`config.mk`:
```
export PLATFORM = sky130hd
export DESIGN_NAME = unidade_controle_multiciclo_flat
export DESIGN_NICKNAME = d
export VERILOG_FILES = /design/src/rtl/unidade_controle_multiciclo_if.sv /design/src/rtl/unidade_controle_multiciclo.sv /design/src/flat_wrapper.sv
export SDC_FILE = /design/constraint.sdc
export NUM_CORES = 1
export LEC_CHECK = 0
export CORE_MARGIN = 10
export CORE_UTILIZATION = 48
export CTS_BUF_LIST = sky130_fd_sc_hd__clkbuf_2
export DETAILED_ROUTE_END_ITERATION = 12
export GPL_TIMING_DRIVEN = 0
export PLACE_DENSITY = 0.8
export SYNTH_ARGS = -nofsm -noshare
export SYNTH_HDL_FRONTEND = slang
export SYNTH_SLANG_ARGS = --single-unit
```
`constraint.sdc`:
```
create_clock -name Clock -period 2.1 [get_ports Clock]
set_input_delay 0.42 -clock Clock [delete_from_list [all_inputs] [get_ports Clock]]
set_output_delay 0.42 -clock Clock [all_outputs]
set_load 0.1 [all_outputs]
```
`src/rtl/unidade_controle_multiciclo_if.sv`:
```
// rtl/unidade_controle_multiciclo_if.sv - control unit <-> datapath/memory signal bundle
interface unidade_controle_multiciclo_if;
    logic [7:0] Instrucao;
    logic       MemPronta;
    logic       EscrevePC;
    logic       FontePC;
    logic       EscreveIR;
    logic       LeMem;
    logic       EscreveMem;
    logic       EscreveReg;
    logic [1:0] OpULA;
    logic       Bit1Selecao;
    logic       Bit2Selecao;
    logic       Parado;
    logic       Erro;

    modport master (
        input  Instrucao, MemPronta,
        output EscrevePC, FontePC, EscreveIR, LeMem, EscreveMem, EscreveReg,
               OpULA, Bit1Selecao, Bit2Selecao, Parado, Erro
    );

    modport slave (
        output Instrucao, MemPronta,
        input  EscrevePC, FontePC, EscreveIR, LeMem, EscreveMem, EscreveReg,
               OpULA, Bit1Selecao, Bit2Selecao, Parado, Erro
    );
endinterface

```
`src/rtl/unidade_controle_multiciclo.sv`:
```
// rtl/unidade_controle_multiciclo.sv - multicycle control FSM for the 8-bit nRisc core
module unidade_controle_multiciclo #(
    parameter int unsigned TIMEOUT = 15
) (
    input  logic                            Clock,
    input  logic                            Reset,
    unidade_controle_multiciclo_if.master   bus
);
    typedef enum logic [2:0] {
        BUSCA      = 3'd0,
        DECODIFICA = 3'd1,
        EXECUTA    = 3'd2,
        MEMORIA    = 3'd3,
        ESCRITA    = 3'd4,
        PARADO     = 3'd5
    } estado_t;

    localparam logic [2:0] OP_ADD = 3'b000, OP_SUB = 3'b001, OP_AND = 3'b010, OP_LI = 3'b011;
    localparam logic [2:0] OP_LW  = 3'b100, OP_SW  = 3'b101, OP_JAL = 3'b110, OP_HALT = 3'b111;
    localparam logic [7:0] LIMITE = 8'(TIMEOUT - 1);

    estado_t    estado, proximo;
    logic [2:0] op;
    logic [7:0] espera;
    logic       erro;
    logic       esgotou;

    // Reaching LIMITE with no ready means this is the TIMEOUT-th idle MEMORIA cycle.
    assign esgotou = (estado == MEMORIA) && !bus.MemPronta && (espera == LIMITE);

    always_ff @(posedge Clock) begin
        if (Reset) begin
            estado <= BUSCA;
            op     <= 3'b000;
            espera <= 8'd0;
            erro   <= 1'b0;
        end else begin
            estado <= proximo;
            if (estado == BUSCA)
                op <= bus.Instrucao[7:5];
            if (estado == MEMORIA && !bus.MemPronta)
                espera <= espera + 8'd1;
            else
                espera <= 8'd0;
            if (esgotou)
                erro <= 1'b1;
        end
    end

    always_comb begin
        proximo         = estado;
        bus.EscrevePC   = 1'b0;
        bus.FontePC     = 1'b0;
        bus.EscreveIR   = 1'b0;
        bus.LeMem       = 1'b0;
        bus.EscreveMem  = 1'b0;
        bus.EscreveReg  = 1'b0;
        bus.OpULA       = 2'b00;
        bus.Bit1Selecao = 1'b0;
        bus.Bit2Selecao = 1'b0;
        bus.Parado      = 1'b0;
        bus.Erro        = erro;

        case (estado)
            BUSCA: begin
                bus.EscreveIR = 1'b1;
                bus.EscrevePC = 1'b1;
                proximo       = DECODIFICA;
            end
            DECODIFICA: begin
                case (op)
                    OP_LI, OP_JAL: proximo = ESCRITA;
                    OP_HALT:       proximo = PARADO;
                    default:       proximo = EXECUTA;
                endcase
            end
            EXECUTA: begin
                case (op)
                    OP_SUB:  bus.OpULA = 2'b01;
                    OP_AND:  bus.OpULA = 2'b10;
                    default: bus.OpULA = 2'b00;
                endcase
                proximo = (op == OP_LW || op == OP_SW) ? MEMORIA : ESCRITA;
            end
            MEMORIA: begin
                bus.LeMem      = (op == OP_LW);
                bus.EscreveMem = (op == OP_SW);
                // A completing ready wins over a timeout on the same cycle.
                if (bus.MemPronta)
                    proximo = (op == OP_LW) ? ESCRITA : BUSCA;
                else if (esgotou)
                    proximo = PARADO;
            end
            ESCRITA: begin
                bus.EscreveReg = 1'b1;
                case (op)
                    OP_LW: bus.Bit1Selecao = 1'b1;
                    OP_LI: bus.Bit2Selecao = 1'b1;
                    OP_JAL: begin
                        bus.Bit1Selecao = 1'b1;
                        bus.Bit2Selecao = 1'b1;
                        bus.EscrevePC   = 1'b1;
                        bus.FontePC     = 1'b1;
                    end
                    default: ;
                endcase
                proximo = BUSCA;
            end
            PARADO: begin
                bus.Parado = 1'b1;
            end
            default: proximo = BUSCA;
        endcase
    end
endmodule

```
`src/flat_wrapper.sv`:
```
// flat-port wrapper written by rule: the top's interface ports become plain ports
module unidade_controle_multiciclo_flat 
#(
    parameter int unsigned TIMEOUT = 15
)
  (Clock, Reset, bus_Instrucao, bus_MemPronta, bus_EscrevePC, bus_FontePC, bus_EscreveIR, bus_LeMem, bus_EscreveMem, bus_EscreveReg, bus_OpULA, bus_Bit1Selecao, bus_Bit2Selecao, bus_Parado, bus_Erro);
  unidade_controle_multiciclo_if bus_i ();
  input  logic Clock;
  input  logic Reset;
  input wire logic [$bits(bus_i.Instrucao)-1:0] bus_Instrucao;
  input wire logic [$bits(bus_i.MemPronta)-1:0] bus_MemPronta;
  output wire logic [$bits(bus_i.EscrevePC)-1:0] bus_EscrevePC;
  output wire logic [$bits(bus_i.FontePC)-1:0] bus_FontePC;
  output wire logic [$bits(bus_i.EscreveIR)-1:0] bus_EscreveIR;
  output wire logic [$bits(bus_i.LeMem)-1:0] bus_LeMem;
  output wire logic [$bits(bus_i.EscreveMem)-1:0] bus_EscreveMem;
  output wire logic [$bits(bus_i.EscreveReg)-1:0] bus_EscreveReg;
  output wire logic [$bits(bus_i.OpULA)-1:0] bus_OpULA;
  output wire logic [$bits(bus_i.Bit1Selecao)-1:0] bus_Bit1Selecao;
  output wire logic [$bits(bus_i.Bit2Selecao)-1:0] bus_Bit2Selecao;
  output wire logic [$bits(bus_i.Parado)-1:0] bus_Parado;
  output wire logic [$bits(bus_i.Erro)-1:0] bus_Erro;
  assign bus_i.Instrucao = bus_Instrucao;
  assign bus_i.MemPronta = bus_MemPronta;
  assign bus_EscrevePC = bus_i.EscrevePC;
  assign bus_FontePC = bus_i.FontePC;
  assign bus_EscreveIR = bus_i.EscreveIR;
  assign bus_LeMem = bus_i.LeMem;
  assign bus_EscreveMem = bus_i.EscreveMem;
  assign bus_EscreveReg = bus_i.EscreveReg;
  assign bus_OpULA = bus_i.OpULA;
  assign bus_Bit1Selecao = bus_i.Bit1Selecao;
  assign bus_Bit2Selecao = bus_i.Bit2Selecao;
  assign bus_Parado = bus_i.Parado;
  assign bus_Erro = bus_i.Erro;
  unidade_controle_multiciclo #(.TIMEOUT(TIMEOUT)) u_core (.Clock(Clock), .Reset(Reset), .bus(bus_i));
endmodule
```
* Yosys cells after proc, flatten, opt, wreduce, memory -nomap -nowiden
Index checks and enable logic that the tools add are counted.
** Storage, ports and cells
- Output and inout bits :: 12
- Memory bits (read-only) :: 0
- Bits in registers :: 15
- Logic and storage cells :: 50
- Bits of input ports :: 11
- Bits in writable memories :: 0
- Memories kept :: 0
- Latch bits :: 0
** Cells by class
- Bitwise gates (word level) :: 2
- $lt $le $gt $ge :: 0
- Shift operators :: 0
- Div/mod/pow operators :: 0
- Reductions and logical operators :: 9
- $add $sub $neg :: 1
- Multiply operators :: 0
- Multiplexer cells :: 20
- Eq/ne operators :: 14
** Operator list (count)
- $eq A3 B3 Y1 const B :: 6
- $pmux W3 S5 :: 1
- $eq A3 B2 Y1 const B :: 4
- $mux W3 :: 4
- $mux W1 :: 11
- $add A8 B1 Y8 const B :: 1
- $eq A8 B4 Y1 const B :: 1
- $eq A3 B1 Y1 const B :: 2
- $pmux W3 S2 :: 1
- $reduce_or A2 Y1 :: 3
- $pmux W2 S2 :: 1
- $logic_not A3 Y1 :: 1
- $ne A3 B2 Y1 const B :: 1
- $logic_and A1 B1 Y1 :: 2
- $mux W2 :: 1
- $not A1 Y1 :: 2
- $pmux W1 S2 :: 1
- $reduce_and A2 Y1 :: 1
- $logic_not A1 Y1 :: 1
- $logic_or A1 B1 Y1 :: 1

* Logic depth before layout (Yosys ltp)
Gate-level depths: netlist (run 1).
- Depth in word-level cells :: 6
- Gate-level depth with buffers :: 6
- Mapped depth without buffers :: 6

* Least setup slack after synthesis (run 1)
No wires, ideal clock.
- Path type :: register to register
- Start point :: register u_core.estado[0]
- End point :: register u_core.estado[2]
- Arrival :: 4041 ps
- Path slack :: -2042 ps
- Buffers on the path :: 1
- Clock period less this slack :: 4142 ps
- Stages on the path, launching flop included :: 6
- Cells stage by stage :: dfxtp_1 -> clkbuf_1 -> nand2_1 -> nor4_1 -> a2111oi_0 -> o32ai_1
** On the way
- Cells in the longest elaborated chain, start to end :: 5
** Ends and longest elaborated chain
- start: declaration :: RTL line unidade_controle_multiciclo.sv:22 : estado_t estado, proximo;
- start signal: assignment :: RTL line unidade_controle_multiciclo.sv:38 : estado <= proximo;
- $eq A3 B2 Y1 :: RTL line unidade_controle_multiciclo.sv:29, unidade_controle_multiciclo.sv:64
- $logic_and A1 B1 Y1 (2 in a row) :: RTL line unidade_controle_multiciclo.sv:29 : assign esgotou = (estado == MEMORIA) && !bus.MemPronta && (espera == LIMITE);
- $ne A3 B2 Y1 (no line)
- $reduce_and A2 Y1 (no line)
Several ways; a longest one is shown, not always the timed one.
A chain may end at the register's enable or synchronous reset.

* Worst setup path after layout (run 1)
- Start point :: register u_core.op[0]
- End point :: output port bus_Bit1Selecao
** On the way
- Cells in the longest elaborated chain, start to end :: 4
** Ends and longest elaborated chain
- start: declaration :: RTL line unidade_controle_multiciclo.sv:23 : logic [2:0] op;
- start signal: assignment :: RTL line unidade_controle_multiciclo.sv:40 : op <= bus.Instrucao[7:5];
- $eq A3 B3 Y1 :: RTL line unidade_controle_multiciclo.sv:96 : case (op)
- $reduce_or A2 Y1 (no line) (*)
- $mux W1 (*) :: RTL line unidade_controle_multiciclo.sv:96
- $mux W1 (*) :: RTL line unidade_controle_multiciclo.sv:64 : case (estado)
- end: declaration :: RTL line flat_wrapper.sv:19 : output wire logic [$bits(bus_i.Bit1Selecao)-1:0] bus_Bit1Selecao;
Every way passes the cells marked *; elsewhere a longest branch is shown, timed or not.

==> results by group, run 1 <==
Routing
  – Drc violations: 0
  – WL final: 1750 um
  – Starting DRC count in detailed routing: 9
  – Vias per cell: 5.47
  – Antenna-violating nets left: 0
  – Post-DR wirelength/cell: 12.9 um
  – DR vias: 739
  – Pre-antenna DRT Iters: 4

Clock tree
  – Worst-case clock buffer depth: 2
  – CTS tree: yes
  – Clock Latency Late Sink: 0.27 ns
  – Clock transition at the registers of the reported paths: 0.12 ns
  – # H-tree levels: 1
  – Number of buffers created by CTS: 3
  – Clock root buffer: clkbuf_2
  – CTS Sinks: 15

Floorplan
  – Die Width: 60.7 um
  – Die Y: 60.7 um
  – Core Footprint: 1540 sq um
  – Num ports: 23
  – Total die area: 3680 sq um
  – Num rows: 14
  – Initial Utilization: 51.5%

Synth
  – Post-Syn Area: 793 sq um
  – Unique masters post-synth: 30
  – Yosys reg bits: 15
  – Synth top area share: 37.9%
  – Synthesized Nets: 114
  – Syn Inst Count: 101
  – Sequential share of the synthesized area: 37.9%
  – Synth warn: 0
  – Top FF cell, synth: dfxtp_1
  – Ys async rst share: 0%
  – Number of enable flip-flop cells after synthesis: 0
  – Most frequent cell after synthesis: nor2_1
  – Synth area leaders: dfxtp_1 38%, nor2_1 9.9%, xor2_1 5.5%, mux2i_1 3.8%, nand2_1 3.8%
  – Syn Area/Cell: 7.85 sq um
  – Most instantiated cells after synthesis: 21 x nor2_1, 15 x dfxtp_1, 8 x nand2_1
  – Top cell type by total area after synthesis: dfxtp_1

Final layout
  – Fillers: 119
  – N_diodes: 0
  – Layout cells sized above 1: 26.9%
  – Fin area: 1050 sq um
  – Final #Nets: 133
  – Area delta synth->final: 31.9%

Setup path
  – Crit Path Category: reg2out
  – CP Max Fanout: 7
  – CP arrival: 1.56 ns
  – Crit end category: primary output
  – Startpoint types: flip-flop
  – Worst EP required: 1.68 ns

STA
  – Slew margin rel.: 36.5%
  – Final hold slack: 0.480 ns
  – Clk_skew: 0.00483 ns
  – Least-Margin Pin Slew: 0.956 ns
  – Min setup slack post-route: 0.117 ns
  – Final setup violation count: 0
  – Max Clock Freq: 504 MHz
  – Tmin final: 1.98 ns
  – Unrepaired setup endpoints after global routing: false
  – Final Hold Fails: 0
  – Fin. max-slew vios: 0
  – Tcrit/Tclk final: 94.4%

Placement
  – HPWL after DPL: 1390 um
  – Dpl cell area: 1030 sq um
  – DP Worst Slack: -0.618 ns
  – Port bufs: 16
  – GP Congestion: 0.854

Global routing
  – Antenna violations before repair: 0
  – Total grt overflow: 0
  – GRT Util Overall: 11.0%
  – Global-route wire length before repair: 3130 um
  – Largest net degree at the start of global routing: 11
  – Vias in the first global route: 703

Pwr
  – Pleak: 0.409 nW
  – Peak VDD IR: 809 uV
  – Power density cells: 1240 nW/um^2

Status
  – Status: completed

Hold path
  – Worst Hold Class: in2reg

Flow run
  – Max-Cap Viols: 0
## registers in the layout, summed over array words and instances (netlist names)
| name | flops |
|---|---|
| u_core.bus.Erro | 1 |
| u_core.espera | 8 |
| u_core.estado | 3 |
| u_core.op | 3 |
## final cells by class
type | instances | area (sq um) | area share (%)
flip-flops and latches | 15 | 302 | 28.8
clock buffers | 4 | 20.0 | 1.91
well taps | 16 | 20.0 | 1.91
inverters | 5 | 22.5 | 2.15
plain buffers | 4 | 21.3 | 2.03
repair buffers | 16 | 150 | 14.4
multi-input cells | 75 | 510 | 48.8
## final timing paths
check / startpoint / to / slack [ns] / cells past startpoint
min: Reset / u_core.op[1] / 0.48 / 2
max: u_core.op[0] / bus_Bit1Selecao / 0.12 / 3
max reg2reg: u_core.espera[0] / u_core.estado[2] / 0.37 / 6
min reg2reg: u_core.espera[0] / u_core.espera[0] / 0.49 / 1
## cells by family after synthesis
logic type | synth area share [%]
buffers and inverters | 5.52
muxes | 3.79
AOI/OAI and AO/OA | 9.78
xor gates and xnor gates | 6.62
DFF | 37.9
and+or+nand+nor | 33.3
adders and majority gates | 3.15
## timing repair
action | CTS | global route
setup endpoints to repair | 12 | 10
resized for setup | 67 | 11
buffers inserted | 0 | 0
hold buffers | 0 | 0
## per-layer routing
| metal | share of wire, % | up-vias | wire, um | track usage (%) |
|---|---|---|---|---|
| met2 | 52 | 11 | 906 | 18.6 |
| met5 | 0 | - | 0 | 0 |
| met3 | 4.4 | 3 | 76 | 4.80 |
| met4 | 0.63 | 0 | 11 | 2.19 |
| li1 | - | 378 | - | - |
| met1 | 43 | 347 | 752 | 12.6 |
## cell usage in the layout (no fill, tap or decap), types with 3 or more instances in the layout
cell / instances
nor2_1: 17
dfxtp_1: 14
nand2_1: 7
buf_2: 6
xor2_1: 5
inv_1: 4
clkbuf_2: 4
clkdlybuf4s50_1: 4
nand2b_1: 3
mux2i_1: 3
a21oi_1: 3
buf_4: 3
## through the flow
stage                     std cells  power (W)  setup TNS, ns  utilization (%)
after floorplan                 101    0.00100          -1.30                -
after global placement          133    0.00114          -4.19             66.9
after detailed placement        133    0.00116          -4.49             66.9
after CTS                       136    0.00127              0             66.6
after global routing            135    0.00139              0             67.9
final                           135    0.00129              0             67.9
## power by group
part           switching [W]  internal, W  leakage (nW)
clock network      0.0000808    0.0000505        0.0166
logic               0.000550     0.000218         0.270
registers          0.0000643     0.000329         0.122
total               0.000695     0.000597         0.409
## critical path: stages (launching register included)
cell      delay, ns
dfxtp_1        0.40
nand2b_2       0.31
nor2_2         0.13
buf_2          0.44
(Power assumes the default switching activity.)
==> run 2, diff against run 1 <==
- PLACE_DENSITY: 0.8 -> 0.87
- SKIP_LAST_GASP: not set -> 1
==> run 2 against run 1 <==
Against the previous run:
- non-clock buffer count unchanged
- sequential share of layout area fell by 0.31 points
- global-route usage decreased by 0.12 points
- hold slack worse by 0.024 ns
- maximum frequency down 1.6%
- first-iteration DRC count is 33% higher
- total power increased by 1.6%
- critical path depth is 4 higher
- worst setup slack worse by 0.033 ns
- sequential power is essentially flat
- clock skew is 0.0031 ns higher
==> results by group, run 2 (synthesis results as in run 1) <==
Final layout
  – Largest Register: u_core.espera
  – FF+latch area: 302 sq um
  – Max reg flops: 8
  – Fillers: 125
  – Non-filler cells, final: 135
  – Multi-input logic area: 513 sq um
  – Most frequent cells in the layout: 17 x nor2_1, 14 x dfxtp_1, 8 x nand2_1
  – Largest regs: u_core.espera x8, u_core.estado x3, u_core.op x3
  – N_diodes: 0
  – Final #Nets: 133
  – Layout cells sized above 1: 26.1%
  – Area delta synth->final: 33.3%
  – Commonest non-fill, non-tap cell in the layout: nor2_1

STA
  – Unrepaired setup endpoints after global routing: true
  – Fin. max-slew vios: 0
  – Setup TNS: 0 ns
  – Final Hold Fails: 0
  – Tcrit/Tclk final: 96.0%
  – Least-Margin Pin Slew: 0.961 ns
  – Tmin final: 2.02 ns
  – Max Clock Freq: 496 MHz
  – Final setup violation count: 0
  – Clk_skew: 0.00796 ns
  – Slew margin rel.: 36.2%

Floorplan
  – Core Footprint: 1540 sq um
  – Die Y: 60.7 um
  – Initial Utilization: 51.5%
  – Total die area: 3680 sq um
  – Num rows: 14
  – Die Width: 60.7 um
  – Num ports: 23

Hold path
  – Worst Hold Endpoint: u_core.op[0]
  – Hold depth: 2
  – Hold_sp: Reset
  – Worst Hold Class: in2reg

Pwr
  – Pleak: 0.410 nW
  – Power density cells: 1240 nW/um^2
  – Peak VDD IR: 909 uV

Setup path
  – Crit end category: primary output
  – Reg-to-reg startpoint: u_core.espera[0]
  – Worst EP required: 1.68 ns
  – CP arrival: 1.60 ns
  – Most Frequent Cell on Critical Path: nand2_1
  – Reg2Reg Capture Point: u_core.estado[2]
  – R2R depth: 6
  – Critical-path top delay cell: dfxtp_1
  – Startpoint types: flip-flop
  – Worst reg2reg setup slack: 0.43 ns
  – CP peak stage delay: 0.32 ns
  – CP Max Fanout: 10
  – Crit Path Category: reg2out
  – Crit-path cells: buf_2 -> nor2_4 -> nand2_1 -> clkinvlp_4 -> nand2_1 -> a21oi_4 -> buf_12

Global routing
  – Vias in the first global route: 734
  – Global-route wire length before repair: 3150 um
  – Largest net degree at the start of global routing: 11
  – Antenna violations before repair: 0
  – GRT Util Overall: 10.9%
  – Total grt overflow: 0

Status
  – Status: completed

Clock tree
  – Clock transition at the registers of the reported paths: 0.14 ns
  – Clock root buffer: clkbuf_2
  – CTS Sinks: 15
  – Post-CTS setup buffer count: 0
  – Number of buffers created by CTS: 3
  – Worst-case clock buffer depth: 2
  – Clock Latency Late Sink: 0.28 ns
  – # H-tree levels: 1
  – CTS tree: yes
  – Cts hold-fix bufs: 0

Placement
  – GP Congestion: 0.806
  – Port bufs: 16
  – HPWL after DPL: 1380 um
  – Dpl cells: 133

Routing
  – Pre-antenna DRT Iters: 4
  – DR vias: 730
  – Antenna-violating nets left: 0
  – Post-DR wirelength/cell: 13.3 um
  – WL final: 1800 um
  – Drc violations: 0
  – Starting DRC count in detailed routing: 12
  – Vias per cell: 5.41

Flow run
  – Max-Cap Viols: 0
-- run 2: cell count changes in the layout (fill, tap and decap cells not counted) --
cell / previous run / this run
buf_2: 6 / 4
buf_6: 1 / 0
buf_8: 0 / 1
clkbuf_2: 4 / 3
clkbuf_4: 2 / 4
clkinv_2: 0 / 1
nand2_1: 7 / 8
nand2_2: 1 / 0
nand2b_2: 1 / 0
nand2b_4: 0 / 1
-- run 2: layout make-up --
class,instances,area share (%)
Buffer,4,2.01
Clock buffer,3,1.42
Clock inverter,1,0.473
Inverter,5,2.13
Multi-Input combinational cell,75,48.5
Sequential cell,15,28.5
Tap cell,16,1.89
Timing Repair Buffer,16,15.0
-- run 2: where the power goes --
part	leakage, nW	switching, W	internal (W)
Sequential	0.122	0.0000650	0.000329
Clock	0.0164	0.0000899	0.0000431
Combinational	0.271	0.000553	0.000233
-- run 2: worst max path at each step --
stage | startpoint | end | slack, ns | cells after the start
3_3_place_gp | u_core.estado[0] | bus_Bit2Selecao | -0.59 | 7
2_1_floorplan | u_core.estado[2] | u_core.op[0] | -0.22 | 4
6_report | u_core.estado[1] | bus_Bit2Selecao | 0.08 | 7
3_5_place_dp | u_core.estado[0] | bus_Bit2Selecao | -0.64 | 7
5_1_grt | u_core.estado[1] | bus_Bit2Selecao | -0.02 | 7
4_1_cts | u_core.estado[0] | bus_Bit2Selecao | -0.09 | 7
-- run 2: worst max-delay path: cells and delay by family, from the launching register on --
kind	cells	cell delay (ns)
DFF	1	0.32
AOI/OAI and AO/OA	1	0.19
buffers and inverters	3	0.47
and+or+nand+nor	3	0.36
-- run 2: per-layer routing --
metal / global-route usage, % / vias up / share of wire, %
met3: 4.38 / 0 / 4.8
met2: 18.6 / 10 / 50
li1: - / 376 / -
met5: 0 / - / 0
met4: 1.88 / 0 / 0
met1: 12.6 / 344 / 45
-- run 2: timing repair --
item                                    in CTS  in global routing
cloned                                       0                  0
resized for setup                           66                 14
endpoints found under the setup margin      12                  9
-- run 2: metrics by stage --
| stage | area, sq um | hold slack [ns] | worst slack, ns | total power, W | util, % |
|---|---|---|---|---|---|
| 2_1_floorplan | 851 | 0.437 | -0.223 | 0.00100 | - |
| 3_3_place_gp | 1030 | 0.457 | -0.589 | 0.00114 | 66.9 |
| 3_5_place_dp | 1030 | 0.480 | -0.645 | 0.00116 | 66.9 |
| 4_1_cts | 1020 | 0.440 | -0.0870 | 0.00128 | 66.2 |
| 5_1_grt | 1060 | 0.457 | -0.0216 | 0.00140 | 68.6 |
| 6_report | 1060 | 0.456 | 0.0840 | 0.00131 | 68.6 |
==> run 3, diff against run 2 <==
- SETUP_SLACK_MARGIN: not set -> 0.1
- SLEW_MARGIN: not set -> 25
==> run 3 against run 2 <==
Against the previous run:
- core utilization grew 3.5 points
- flip-flop and latch count is the same
- largest power group unchanged
- highest routed layer is now met4
- combinational power grew 15%
- design area grew 5.1%
- worst setup slack gained 0.073 ns
- global-route usage grew 0.89 points
- first-iteration DRC count grew 33%
- register-to-register slack is essentially flat
- clock skew shrank 0.0061 ns
- critical endpoint unchanged
- clock-buffer cell count grew 1
- hold slack gained 0.0095 ns
==> results by group, run 3 (synthesis results as in run 1) <==
Final layout
  – Max reg flops: 8
  – Area delta synth->final: 40.1%
  – Non-filler cells, final: 137
  – Final #Nets: 135
  – Fillers: 135
  – Commonest non-fill, non-tap cell in the layout: nor2_1
  – Largest regs: u_core.espera x8, u_core.estado x3, u_core.op x3
  – Most frequent cells in the layout: 16 x nor2_1, 15 x dfxtp_1, 5 x clkbuf_2, 5 x nand2_1, 5 x xor2_1
  – Layout cells sized above 1: 30.6%
  – Largest Register: u_core.espera
  – N_diodes: 0

Global routing
  – Vias in the first global route: 745
  – Largest net degree at the start of global routing: 11
  – GRT Util Overall: 11.8%
  – Total grt overflow: 0
  – Global-route wire length before repair: 3320 um
  – Antenna violations before repair: 0

Pwr
  – Pleak: 0.441 nW
  – Peak VDD IR: 951 uV
  – Sw Ratio: 52.9%
  – Power density cells: 1250 nW/um^2
  – Flop pwr share: 25.4%
  – Total internal power: 0.000656 W
  – Comb power frac: 64.8%
  – Clock network power share: 9.8%
  – Sw power: 0.000736 W

Setup path
  – CP peak stage delay: 0.33 ns
  – Crit Path Category: reg2out
  – Reg2Reg Capture Point: u_core.estado[2]
  – Crit-path cells: clkbuf_8 -> nor2_4 -> nand2_2 -> clkinvlp_4 -> nand2_4 -> a21oi_4 -> buf_6
  – CP arrival: 1.52 ns
  – R2R depth: 6
  – Crit end category: primary output
  – Critical-path top delay cell: dfxtp_1
  – Startpoint types: flip-flop
  – Worst reg2reg setup slack: 0.42 ns
  – CP Max Fanout: 10
  – Reg-to-reg startpoint: u_core.espera[0]
  – Worst Setup SP: u_core.estado[0]
  – Critical Path Sink: bus_Bit2Selecao
  – Worst EP required: 1.68 ns

STA
  – Final Hold Fails: 0
  – Clk_skew: 0.00186 ns
  – Fin. max-slew vios: 0
  – Setup TNS: 0 ns
  – Final setup violation count: 0
  – Unrepaired setup endpoints after global routing: true
  – Max Clock Freq: 515 MHz
  – Least-Margin Pin Slew: 0.956 ns
  – Tcrit/Tclk final: 92.5%
  – Slew margin rel.: 36.5%
  – Tmin final: 1.94 ns

Floorplan
  – Num rows: 14
  – Initial Utilization: 51.5%
  – Num ports: 23
  – Die Width: 60.7 um
  – Total die area: 3680 sq um
  – Core Footprint: 1540 sq um
  – Die Y: 60.7 um

Routing
  – Vias per cell: 5.50
  – Drc violations: 0
  – DR vias: 753
  – WL final: 1910 um
  – Pre-antenna DRT Iters: 4
  – Post-DR wirelength/cell: 13.9 um
  – Antenna-violating nets left: 0
  – Starting DRC count in detailed routing: 16

Placement
  – GP Congestion: 0.831
  – Port bufs: 16
  – Dpl cells: 133
  – HPWL after DPL: 1550 um

Clock tree
  – CTS Sinks: 15
  – Clock transition at the registers of the reported paths: 0.13 ns
  – Worst-case clock buffer depth: 2
  – CTS tree: yes
  – Cts hold-fix bufs: 0
  – # H-tree levels: 1
  – Number of buffers created by CTS: 3
  – Clock Latency Late Sink: 0.28 ns
  – Clock root buffer: clkbuf_2

Status
  – Status: completed

Flow run
  – Max-Cap Viols: 0

Hold path
  – Worst Hold Class: in2reg
run 3: cell count changes in the layout (fill, tap and decap cells not counted), moves of 2 or more:
cell | previous run | this run
buf_6 | 0 | 4
clkbuf_2 | 3 | 5
nand2_2 | 0 | 2
nor3_4 | 0 | 2
nor3_2 | 2 | 0
clkbuf_4 | 4 | 2
buf_2 | 4 | 2
clkbuf_8 | 0 | 2
nand2_1 | 8 | 5
run 3: worst min path at each step:
stage	cells past startpoint	to	slack, ns	from
6_report	2	u_core.op[2]	0.47	Reset
5_1_grt	2	u_core.op[2]	0.47	Reset
4_1_cts	2	u_core.op[2]	0.46	Reset
3_5_place_dp	1	u_core.espera[0]	0.47	u_core.espera[0]
3_3_place_gp	1	u_core.espera[0]	0.46	u_core.espera[0]
2_1_floorplan	1	u_core.espera[0]	0.44	u_core.espera[0]
run 3: timing repair:
item                                    in CTS  in global routing
endpoints found under the setup margin      12                  7
pin swaps                                    0                  0
setup buffers                                0                  0
cloned                                       0                  0
endpoints found under the hold margin        0                  0
gates resized for setup                     64                 12
run 3: layer usage:
layer  part of all wire (%)  GRT usage [%]  up-vias
met4                    2.7           5.02        0
met3                    4.7           5.22        6
met5                      0              0        -
met2                     52           19.9       16
li1                       -              -      382
met1                     40           12.4      349
run 3: power by group through the flow:
stage	Clock [W]	Combinational, W	Sequential (W)
global route	0.000149	0.000963	0.000358
detailed placement	0	0.000897	0.000360
global placement	0	0.000878	0.000358
floorplan	0	0.000742	0.000352
CTS	0.000139	0.000881	0.000354
finish	0.000136	0.000902	0.000354
run 3: worst max-delay path: cells and delay by family (launching register included):
family	cells	cell delay, ns
compound gates	1	0.13
buf+inv	3	0.50
simple gates	3	0.27
flops	1	0.33
run 3: through the flow:
step	instance area, sq um	worst slack, ns	hold slack (ns)	total power (W)	utilization [%]
6_report	1110	0.158	0.465	0.00139	72.1
5_1_grt	1110	0.0670	0.472	0.00147	72.1
4_1_cts	1070	-0.0473	0.459	0.00137	69.7
3_5_place_dp	1090	-0.433	0.474	0.00126	70.7
3_3_place_gp	1090	-0.405	0.458	0.00124	70.7
2_1_floorplan	910	0.0137	0.437	0.00109	-
run 3: cell type report:
class / count / area [sq um] / area share [%]
Buffer: 6 / 51.3 / 4.62
Clock buffer: 4 / 20.0 / 1.80
Inverter: 5 / 22.5 / 2.03
Multi-Input combinational cell: 75 / 543 / 48.9
Sequential cell: 15 / 300 / 27.0
Tap cell: 16 / 20.0 / 1.80
Timing Repair Buffer: 16 / 154 / 13.9
